===== src/rtl/apb_pkg.sv =====
// Shared types for the APB requester: FSM states, command bundle, defaults.
package apb_pkg;

    typedef enum logic [1:0] {
        IDLE   = 2'd0,
        SETUP  = 2'd1,
        ACCESS = 2'd2,
        RESP   = 2'd3
    } apb_mst_state_e;

    localparam int APB_ADDR_W          = 32;
    localparam int APB_DATA_W          = 32;
    localparam int APB_DEFAULT_TIMEOUT = 16;

    typedef struct packed {
        logic                  write;
        logic [APB_ADDR_W-1:0] addr;
        logic [APB_DATA_W-1:0] wdata;
    } apb_req_t;

endpackage


===== src/rtl/apb_timeout_ctr.sv =====
// ACCESS-phase wait-state counter; flags expiry on the LIMIT-th stalled cycle.
module apb_timeout_ctr #(
    parameter int LIMIT = 16
) (
    input  logic clk,
    input  logic rst_n,
    input  logic i_run,
    input  logic i_pready,
    output logic o_expired
);

    logic [7:0] r_cnt;

    // Held at zero outside ACCESS, so every ACCESS entry starts from 0.
    always_ff @(posedge clk or negedge rst_n) begin
        if (!rst_n) begin
            r_cnt <= 8'd0;
        end else if (!i_run) begin
            r_cnt <= 8'd0;
        end else if (!i_pready) begin
            r_cnt <= r_cnt + 8'd1;
        end
    end

    assign o_expired = i_run && !i_pready && (r_cnt == 8'(LIMIT - 1));

endmodule


===== src/rtl/apb_master_bridge.sv =====
// Single-outstanding valid/ready to APB requester.
// Optional ACCESS timeout enabled by defining APB_TIMEOUT_EN.
module apb_master_bridge
    import apb_pkg::*;
#(
    parameter int ADDR_W         = 32,
    parameter int DATA_W         = 32,
    parameter int TIMEOUT_CYCLES = APB_DEFAULT_TIMEOUT
) (
    input  logic              pclk,
    input  logic              preset_n,
    input  logic              req_valid,
    output logic              req_ready,
    input  logic              req_write,
    input  logic [ADDR_W-1:0] req_addr,
    input  logic [DATA_W-1:0] req_wdata,
    output logic              rsp_valid,
    output logic [DATA_W-1:0] rsp_rdata,
    output logic              rsp_err,
    output logic              psel,
    output logic              penable,
    output logic [ADDR_W-1:0] paddr,
    output logic              pwrite,
    output logic [DATA_W-1:0] pwdata,
    input  logic [DATA_W-1:0] prdata,
    input  logic              pready
);

    if (TIMEOUT_CYCLES < 1 || TIMEOUT_CYCLES > 255) begin : g_bad_tmo
        $error("TIMEOUT_CYCLES out of range 1..255");
    end

    apb_mst_state_e    r_state;
    apb_mst_state_e    w_next;
    logic [ADDR_W-1:0] r_paddr;
    logic              r_pwrite;
    logic [DATA_W-1:0] r_pwdata;
    logic [DATA_W-1:0] r_rsp_rdata;
    logic              r_rsp_err;
    logic              w_accept;
    logic              w_done;
    logic              w_expired;

`ifdef APB_TIMEOUT_EN
    apb_timeout_ctr #(
        .LIMIT(TIMEOUT_CYCLES)
    ) u_tmo (
        .clk      (pclk),
        .rst_n    (preset_n),
        .i_run    (r_state == ACCESS),
        .i_pready (pready),
        .o_expired(w_expired)
    );
`else
    assign w_expired = 1'b0;
`endif

    assign w_accept = req_valid && (r_state == IDLE);
    assign w_done   = (r_state == ACCESS) && pready;

    always_ff @(posedge pclk or negedge preset_n) begin
        if (!preset_n) begin
            r_state <= IDLE;
        end else begin
            r_state <= w_next;
        end
    end

    always_comb begin
        w_next = r_state;
        unique case (r_state)
            IDLE:    if (req_valid) w_next = SETUP;
            SETUP:   w_next = ACCESS;
            ACCESS:  if (pready || w_expired) w_next = RESP;
            RESP:    w_next = IDLE;
            default: w_next = IDLE;
        endcase
    end

    always_comb begin
        req_ready = 1'b0;
        psel      = 1'b0;
        penable   = 1'b0;
        rsp_valid = 1'b0;
        unique case (r_state)
            IDLE:    req_ready = 1'b1;
            SETUP:   psel = 1'b1;
            ACCESS: begin
                psel    = 1'b1;
                penable = 1'b1;
            end
            RESP:    rsp_valid = 1'b1;
            default: req_ready = 1'b0;
        endcase
    end

    // Command fields change only on acceptance and hold through RESP/IDLE.
    always_ff @(posedge pclk or negedge preset_n) begin
        if (!preset_n) begin
            r_paddr  <= '0;
            r_pwrite <= 1'b0;
            r_pwdata <= '0;
        end else if (w_accept) begin
            r_paddr  <= req_addr;
            r_pwrite <= req_write;
            r_pwdata <= req_wdata;
        end
    end

    // pready beats a same-cycle expiry, so completion is checked first.
    always_ff @(posedge pclk or negedge preset_n) begin
        if (!preset_n) begin
            r_rsp_rdata <= '0;
            r_rsp_err   <= 1'b0;
        end else if (w_done) begin
            r_rsp_rdata <= r_pwrite ? '0 : prdata;
            r_rsp_err   <= 1'b0;
        end else if (w_expired) begin
            r_rsp_rdata <= '0;
            r_rsp_err   <= 1'b1;
        end else if (r_state == IDLE) begin
            r_rsp_err   <= 1'b0;
        end
    end

    assign paddr     = r_paddr;
    assign pwrite    = r_pwrite;
    assign pwdata    = r_pwdata;
    assign rsp_rdata = r_rsp_rdata;
    assign rsp_err   = r_rsp_err;

endmodule


===== config.mk =====
export PLATFORM = sky130hd
export DESIGN_NAME = apb_master_bridge
export DESIGN_NICKNAME = d
export VERILOG_FILES = /design/src/rtl/apb_pkg.sv /design/src/rtl/apb_timeout_ctr.sv /design/src/rtl/apb_master_bridge.sv
export SDC_FILE = /design/constraint.sdc
export NUM_CORES = 1
export LEC_CHECK = 0
export CAP_MARGIN = 20
export CORE_AREA = 3 3 106 108
export DETAILED_ROUTE_END_ITERATION = 8
export DIE_AREA = 0 0 109 111
export GPL_TIMING_DRIVEN = 0
export MAX_ROUTING_LAYER = met4
export PLACE_DENSITY = 0.84
export SETUP_SLACK_MARGIN = 0.1
export SLEW_MARGIN = 20
export SYNTH_ARGS = -nofsm -noshare
export SYNTH_HDL_FRONTEND = slang
export SYNTH_SLANG_ARGS = --single-unit

===== constraint.sdc =====
create_clock -name pclk -period 1.72 [get_ports pclk]
set_clock_uncertainty 0.1 [all_clocks]
set_input_delay 0.344 -clock pclk [delete_from_list [all_inputs] [get_ports pclk]]
set_output_delay 0.344 -clock pclk [all_outputs]
set_load 0.01 [all_outputs]

==> results.py, run 1 <==
metrics = {
    "floorplan": {
        "dieWidth_um": 109,
        "initial_core_util": 0.3969,
        "core_mm2": 0.01032,
        "row_count": 37,
        "boundaryPins": 203,
        "die_area_mm2": 0.01210,
        "die_y_um": 111,
    },
    "clocking": {
        "root_buffer": "clkbuf_8",
        "clock_path_buffers": 2,
        "cts_tree": "yes",
        "clock_sinks": 99,
        "h-tree-depth": 3,
        "clk_latency_ns": 0.35,
        "cts_buffers": 9,
        "cts.clk_slew.worst_paths_ns": 0.09,
    },
    "yosys": {
        "synth_top_cells_by_area": "dfrtp_1 60%, mux2_4 18%, nand2b_1 4.9%",
        "ys_seq_area_frac": 0.6046,
        "synth_area_mm2": 0.004098,
        "avgSynthCellArea_um2": 14.08,
        "synth_cell_type_count": 16,
        "ys_ff_latch": 99,
        "synth_largest_area_cell": "dfrtp_1",
        "netlist_instances": 291,
        "synth_top_area_frac": 0.6046,
        "yosysWarnings": 0,
        "synth_nets": 396,
    },
    "timing": {
        "period_minus_slack_ns": 1.674,
        "finalHoldViolCount": 0,
        "period_share": 0.9734,
        "fin_tns_setup_ns": 0,
        "setup_viol": 0,
        "rsz0062_at_grt": "true",
        "slew_viol_final": 0,
        "timing.fmax_mhz": 597.3,
    },
    "placement": {
        "placed_cells": 629,
        "gp_congestion": 0.7428,
        "hpwlAfterDp_mm": 7.848,
        "portBuffers": 201,
    },
    "critical_path": {
        "critical_path_class": "reg -> out",
        "cp_max_fo": 3,
        "rr_endpoint": "pwdata[16]$_DFFE_PN0P_",
        "r2r_start": "r_state[0]$_DFFE_PN0P_",
        "crit_required_ns": 1.28,
        "cp.arrival_ns": 1.23,
        "reg2reg_depth": 6,
        "r2r_slack_ns": 0.08,
        "startpoint_type": "flop",
        "end_kind": "output pin",
    },
    "drt": {
        "routed.top_layer": "met4",
        "drc": 0,
        "wl_per_cell_um": 16.75,
        "met2_wirelength_mm": 5.556,
        "m1WireLength_mm": 4.507,
        "drt-pass1-iter-count": 4,
        "detail_route.vias_per_cell": 4.628,
        "drtIter0Drc": 124,
        "vias": 3064,
        "drt_wl_total_mm": 11.09,
        "ant_nets": 0,
        "dr_wl_met3_um": 785,
    },
    "cells_and_area": {
        "stdcell_count": 662,
        "multi_input_area_mm2": 0.001558,
        "area_delta_synth_final_pct": 66.47,
        "nets": 626,
        "drive_above_1_share": 0.2433,
        "n_antenna_cell": 0,
        "final_common_cell": "clkdlybuf4s50_1",
        "layout_common_cells": "99 x clkdlybuf4s50_1, 98 x dfrtp_1, 97 x dlygate4sd2_1, 51 x mux2_4",
        "seq_area_mm2": 0.002479,
        "fill_cells": 805,
    },
    "global_route": {
        "grt_max_degree": 82,
        "grt_pass1_vias": 3292,
        "grt_util_all_layers": 0.1846,
        "antenna_found_initial": 0,
        "grt_pass1_wl_mm": 17.06,
        "grt_overflow": 0,
    },
    "run": {
        "cap_violations": 0,
    },
    "worst_hold_path": {
        "hold_class": "in -> async",
    },
    "power_and_ir_drop": {
        "leakage_uw": 0.003347,
        "vdd.ir_drop.worst_mv": 0.8395,
        "power_density_mw_per_mm2": 1713,
    },
    "status": {
        "status": "finished clean",
    },
}
[cell type report]
cell class | count | share of cell area
multi-input combinational | 172 | 0.2284
tap | 136 | 0.02494
clock buffer | 12 | 0.02274
timing repair buffer | 219 | 0.3203
sequential | 99 | 0.3634
buffer | 17 | 0.02806
clock inverter | 4 | 0.01064
inverter | 3 | 0.001651
[sequential cells by signal, summed over array words and instances (netlist names)]
signal,count
rsp_rdata,32
pwdata,32
paddr,32
r_state,2
pwrite,1
[power by group]
group	switching [uW]	total (uW)	internal, uW
combinational	2390	5900	3500
clock	772	1670	898
sequential	626	4120	3490
[Yosys cell counts]
cell	n
dfrtp_1	99
mux2_4	50
nand2_1	34
nand2b_1	32
o21ai_0	32
mux2_2	16
clkbuf_1	8
buf_6	6
ha_1	4
inv_1	3
buf_2	2
a21oi_1	1
buf_4	1
conb_1	1
nor2b_1	1
o32a_1	1
[cells by family (layout without fill, tap and decap cells)]
group,after synthesis,after routing,synth area share
simple gates,67,67,0.08153
flops,99,99,0.6046
buf+inv,20,255,0.03084
fa+ha+maj,4,4,0.01221
mux,66,66,0.2272
compound gates,34,34,0.04275
other cells,1,1,0.0009152
[worst max-delay path by stage]
stage                                       from                         to  cells past startpoint
final                     r_state[1]$_DFFE_PN0P_                  rsp_valid                      3
after global routing      r_state[1]$_DFFE_PN0P_                  rsp_valid                      3
after CTS                 r_state[1]$_DFFE_PN0P_                  rsp_valid                      3
after detailed placement               req_valid       paddr[2]$_DFFE_PN0P_                      5
after global placement                  preset_n  rsp_rdata[20]$_DFFE_PN0P_                      1
after floorplan           r_state[0]$_DFFE_PN0P_       paddr[0]$_DFFE_PN0P_                      6
[metal layers]
metal  GRT usage  up-vias
li1            -     1431
met1      0.2181     1482
met2      0.2981      130
met3     0.04950       21
met4     0.07155        0
met5           -        -
[through the flow]
stage                     hold WS [ns]  utilization  total power (uW)  setup slack [ns]  cell area (um^2)
final                           0.3015       0.6608             11680           0.04583              6822
after global routing            0.3098       0.6608             12420          -0.01989              6822
after CTS                       0.2747       0.6334             11300           0.02967              6539
after detailed placement        0.1014       0.6111             10210           -0.1000              6309
after global placement          0.3646       0.6083             10010            -3.380              6280
after floorplan               -0.05159            -              6958            0.1048              4098
[worst max-delay path: stages, from the launching register on]
cell     delay (ns)
dfrtp_1        0.43
buf_4          0.16
ha_2           0.16
buf_6          0.12
[timing repair]
item,4_1_cts,5_1_grt
gates resized for setup,142,30
endpoints found under the hold margin,18,0
hold buffers,1,0
setup buffers,5,4
gates cloned,0,7
endpoints found under the setup margin,191,81
Note: power is estimated with default switching activity, not from simulation.
==> run 2, diff against run 1 <==
- REMOVE_ABC_BUFFERS: default -> 1
==> results.py, run 2 (synthesized netlist as in run 1, its figures left out) <==
metrics = {
    "status": {
        "status": "finished with violations",
        "violations": "negative setup slack",
    },
    "drt": {
        "drc": 0,
        "drtIter0Drc": 69,
        "drt-pass1-iter-count": 4,
        "drt_wl_total_mm": 11.56,
        "wl_per_cell_um": 17.81,
        "vias": 3042,
        "ant_nets": 0,
        "detail_route.vias_per_cell": 4.687,
    },
    "floorplan": {
        "die_y_um": 111,
        "boundaryPins": 203,
        "row_count": 37,
        "die_area_mm2": 0.01210,
        "initial_core_util": 0.3969,
        "dieWidth_um": 109,
        "core_mm2": 0.01032,
    },
    "critical_path": {
        "slowest_delay_ns": 0.42,
        "cp.arrival_ns": 1.87,
        "crit_required_ns": 1.86,
        "critPathTopFamily": "buffers and inverters",
        "cp_max_fo": 7,
        "end_kind": "flop",
        "path_buf_inv": 4,
        "path_cells": "buf_6 > inv_4 > ha_4 > buf_6 > nand2_8 > clkbuf_16 > mux2_4",
        "critical-path-top-cell-by-count": "buf_6",
        "startpoint_type": "flop",
        "critical_path_class": "reg -> reg",
        "slowest_stage": "dfrtp_1",
    },
    "worst_hold_path": {
        "hold_class": "in -> async",
    },
    "cells_and_area": {
        "n_antenna_cell": 0,
        "multi_input_area_mm2": 0.001647,
        "postLayoutCellArea_mm2": 0.006744,
        "drive_above_1_share": 0.2320,
        "layout_common_cells": "99 x clkdlybuf4s50_1, 98 x dfrtp_1, 96 x dlygate4sd2_1, 66 x mux2_4",
        "nets": 613,
        "seq_area_mm2": 0.002481,
        "final_common_cell": "clkdlybuf4s50_1",
        "area_delta_synth_final_pct": 64.58,
        "fill_cells": 770,
    },
    "global_route": {
        "grt_overflow": 0,
        "grt_util_all_layers": 0.1984,
        "grt_pass1_vias": 3260,
        "antenna_found_initial": 0,
        "grt_max_degree": 82,
        "grt_pass1_wl_mm": 17.99,
    },
    "power_and_ir_drop": {
        "leakage_uw": 0.003335,
        "power_density_mw_per_mm2": 1727,
        "vdd.ir_drop.worst_mv": 0.8007,
        "finalPower_uw": 11640,
    },
    "clocking": {
        "clock_sinks": 99,
        "cts_tree": "yes",
        "clock_path_buffers": 2,
        "h-tree-depth": 3,
        "cts_buffers": 9,
        "clk_latency_ns": 0.35,
        "root_buffer": "clkbuf_8",
        "cts.clk_slew.worst_paths_ns": 0.10,
    },
    "placement": {
        "dp_slack_ns": -0.5690,
        "portBuffers": 201,
        "gp_congestion": 0.6999,
        "hpwlAfterDp_mm": 7.685,
        "postPlaceCellArea_mm2": 0.006243,
    },
    "timing": {
        "timing.fmax_mhz": 576.1,
        "period_minus_slack_ns": 1.736,
        "setup_slack_ns": -0.01581,
        "holdWs_ns": 0.2855,
        "finalHoldViolCount": 0,
        "rsz0062_at_grt": "true",
        "fin_tns_setup_ns": -0.05994,
        "period_share": 1.009,
        "setup_viol": 8,
        "slew_viol_final": 0,
    },
    "run": {
        "cap_violations": 0,
    },
}
[run 2: cell count changes in the layout (fill, tap and decap cells not counted), moves of 2 or more]
cell       delta
buf_16        +4
clkinv_2      +2
inv_4         +2
buf_12        -4
clkbuf_1      -4
buf_6         +3
clkbuf_4      -4
mux2_4       +15
clkbuf_16     -5
mux2_2       -15
buf_4         -5
inv_2         -2
clkbuf_8      -2
[run 2: cell type report]
class / instances / share of cell area
flip-flops and latches: 99 / 0.3679
repair buffers: 222 / 0.3317
multi-input cells: 173 / 0.2442
well taps: 136 / 0.02523
clock buffers: 9 / 0.01837
clock inverters: 7 / 0.01020
inverters: 3 / 0.002412
[run 2: worst register-to-register path: stages, from the launching register on]
cell	delay [ns]
dfrtp_1	0.42
buf_6	0.13
inv_4	0.03
ha_4	0.16
buf_6	0.12
nand2_8	0.16
clkbuf_16	0.21
mux2_4	0.30
[run 2: path summary, 6_finish.rpt]
check	startpoint	endpoint	slack, ns	depth (start not counted)
setup / recovery	r_state[1]$_DFFE_PN0P_	pwdata[19]$_DFFE_PN0P_	-0.02	7
hold / removal	preset_n	pwdata[14]$_DFFE_PN0P_	0.29	2
setup reg to reg	r_state[1]$_DFFE_PN0P_	pwdata[19]$_DFFE_PN0P_	-0.02	7
hold reg to reg	rsp_rdata[30]$_DFFE_PN0P_	rsp_rdata[30]$_DFFE_PN0P_	0.38	2
max in group asynchronous	preset_n	pwrite$_DFFE_PN0P_	0.54	3
min in group pclk	rsp_rdata[30]$_DFFE_PN0P_	rsp_rdata[30]$_DFFE_PN0P_	0.38	2
[run 2: report_power, final]
group          internal [uW]  switching, uW  leakage [uW]
clock                    668            805     0.0000950
sequential              3500            628       0.00121
combinational           3540           2500       0.00203
total                   7710           3940       0.00333
[run 2: stage by stage]
stage                     instances  utilization
after floorplan                 274            -
after global placement          611       0.5971
after detailed placement        614       0.6048
after CTS                       647       0.6471
after global routing            649       0.6533
final                           649       0.6533
[run 2: per-layer routing]
layer  up-vias  global-route usage  wire length (um)  share of wire
li1       1412                   -                 -              -
met1      1472              0.2316              4608           0.40
met2       143              0.3309              5751           0.50
met3        15             0.06115              1039          0.090
met4         0             0.05051               161          0.014
met5         -                   -                 0              0
[run 2: repair_timing]
| item | 4_1_cts | 5_1_grt |
|---|---|---|
| hold buffers | 1 | 0 |
| gates resized for setup | 159 | 7 |
| endpoints found under the setup margin | 167 | 99 |
| endpoints found under the hold margin | 18 | 0 |
| cloned | 4 | 2 |
| buffers inserted | 12 | 1 |
| pin swaps | 2 | 1 |
==> run 3, diff against run 2 <==
- CORE_AREA: 3 3 106 108 -> 3 3 103 105
- CTS_BUF_LIST: default -> sky130_fd_sc_hd__clkbuf_8
- DIE_AREA: 0 0 109 111 -> 0 0 106 108
- GPL_TIMING_DRIVEN: 0 -> 1
- PLACE_DENSITY: 0.84 -> 0.88
==> results.py, run 3 (synthesized netlist as in run 1, its figures left out) <==
metrics = {
    "power_and_ir_drop": {
        "leakage_uw": 0.003290,
        "power_density_mw_per_mm2": 1723,
        "vdd.ir_drop.worst_mv": 0.7336,
    },
    "clocking": {
        "cts_tree": "yes",
        "clk_latency_ns": 0.35,
        "cts.clk_slew.worst_paths_ns": 0.09,
        "root_buffer": "clkbuf_8",
        "cts_buffers": 9,
        "clock_path_buffers": 2,
        "clock_sinks": 99,
        "h-tree-depth": 3,
    },
    "placement": {
        "dp_slack_ns": -0.05248,
        "portBuffers": 201,
        "placed_cells": 621,
        "gp_congestion": 0.7251,
        "hpwlAfterDp_mm": 7.975,
    },
    "cells_and_area": {
        "layout_common_cells": "99 x clkdlybuf4s50_1, 99 x dfrtp_1, 97 x dlygate4sd2_1, 50 x mux2_4",
        "area_delta_synth_final_pct": 64.21,
        "fill_cells": 726,
        "seq_area_mm2": 0.002477,
        "nets": 613,
        "drive_above_1_share": 0.2222,
        "n_antenna_cell": 0,
        "final_core_util": 0.6916,
        "multi_input_area_mm2": 0.001582,
        "stdcell_count": 646,
    },
    "status": {
        "status": "finished clean",
    },
    "drt": {
        "drt-pass1-iter-count": 4,
        "ant_nets": 0,
        "wl_per_cell_um": 17.18,
        "drtIter0Drc": 92,
        "detail_route.vias_per_cell": 4.655,
        "drc": 0,
        "drt_wl_total_mm": 11.10,
        "vias": 3007,
    },
    "global_route": {
        "grt_max_degree": 65,
        "grt_overflow": 0,
        "grt_pass1_wl_mm": 16.63,
        "antenna_found_initial": 0,
        "grt_pass1_vias": 3139,
        "grt_util_all_layers": 0.1949,
    },
    "floorplan": {
        "core_mm2": 0.009729,
        "die_area_mm2": 0.01145,
        "dieWidth_um": 106,
        "boundaryPins": 203,
        "die_y_um": 108,
        "initial_core_util": 0.4212,
        "row_count": 36,
    },
    "timing": {
        "holdWs_ns": 0.2488,
        "timing.fmax_mhz": 602.3,
        "period_minus_slack_ns": 1.660,
        "setup_viol": 0,
        "setup_slack_ns": 0.05959,
        "finalHoldViolCount": 0,
        "rsz0062_at_grt": "true",
        "period_share": 0.9654,
        "slew_viol_final": 0,
    },
    "worst_hold_path": {
        "hold_class": "in -> async",
    },
    "critical_path": {
        "startpoint_type": "input port",
        "crit_required_ns": 1.86,
        "critical_path_class": "in -> reg",
        "path_cells": "clkdlybuf4s50_1 > nand2_8 > clkbuf_16 > mux2_4",
        "critPathTopFamily": "buffers and inverters",
        "cp_max_fo": 8,
        "path_buf_inv": 2,
        "slowest_stage": "clkdlybuf4s50_1",
        "cp.arrival_ns": 1.80,
        "slowest_delay_ns": 0.75,
        "end_kind": "flop",
    },
    "run": {
        "cap_violations": 0,
    },
}
run 3: routing by layer:
layer | GRT usage | vias up | share of wire
met5 | - | - | 0
met4 | 0.06383 | 0 | 0.015
met3 | 0.06149 | 12 | 0.075
met2 | 0.3151 | 137 | 0.50
met1 | 0.2345 | 1446 | 0.41
li1 | - | 1412 | -
run 3: cell type report:
type / instances / share of cell area
timing repair buffer: 222 / 0.3343
tap: 133 / 0.02473
inverter: 3 / 0.001673
sequential: 99 / 0.3682
multi-input combinational: 173 / 0.2350
clock inverter: 6 / 0.01562
clock buffer: 10 / 0.02045
run 3: worst paths after layout:
| check | start | to | slack, ns | depth (start not counted) |
|---|---|---|---|---|
| setup / recovery | req_valid | paddr[10]$_DFFE_PN0P_ | 0.06 | 4 |
| hold reg to reg | rsp_rdata[25]$_DFFE_PN0P_ | rsp_rdata[25]$_DFFE_PN0P_ | 0.38 | 2 |
| setup reg to reg | r_state[0]$_DFFE_PN0P_ | paddr[10]$_DFFE_PN0P_ | 0.08 | 6 |
| hold / removal | preset_n | paddr[9]$_DFFE_PN0P_ | 0.25 | 2 |
| max in group asynchronous | preset_n | rsp_rdata[14]$_DFFE_PN0P_ | 0.77 | 3 |
| min in group pclk | rsp_rdata[25]$_DFFE_PN0P_ | rsp_rdata[25]$_DFFE_PN0P_ | 0.38 | 2 |
run 3: power breakdown:
| part | switching [uW] | internal (uW) | leakage, uW |
|---|---|---|---|
| clock network | 769 | 997 | 0.000125 |
| registers | 619 | 3490 | 0.00121 |
| logic | 2370 | 3340 | 0.00196 |
run 3: metrics by stage:
step	cell area, um^2	setup TNS, ns	power [uW]
3_3_place_gp	6329	-0.4701	10070
5_1_grt	6729	0	12270
2_1_floorplan	3983	-113.11	6959
4_1_cts	6526	0	11330
3_5_place_dp	6329	-0.8891	10270
6_report	6729	0	11590
run 3: repair_timing:
item	4_1_cts	5_1_grt
hold endpoints to repair	99	0
setup buffers	0	1
gates resized for setup	127	12
pin swaps	0	2
hold buffers	1	0
gates cloned	1	6
endpoints found under the setup margin	160	65
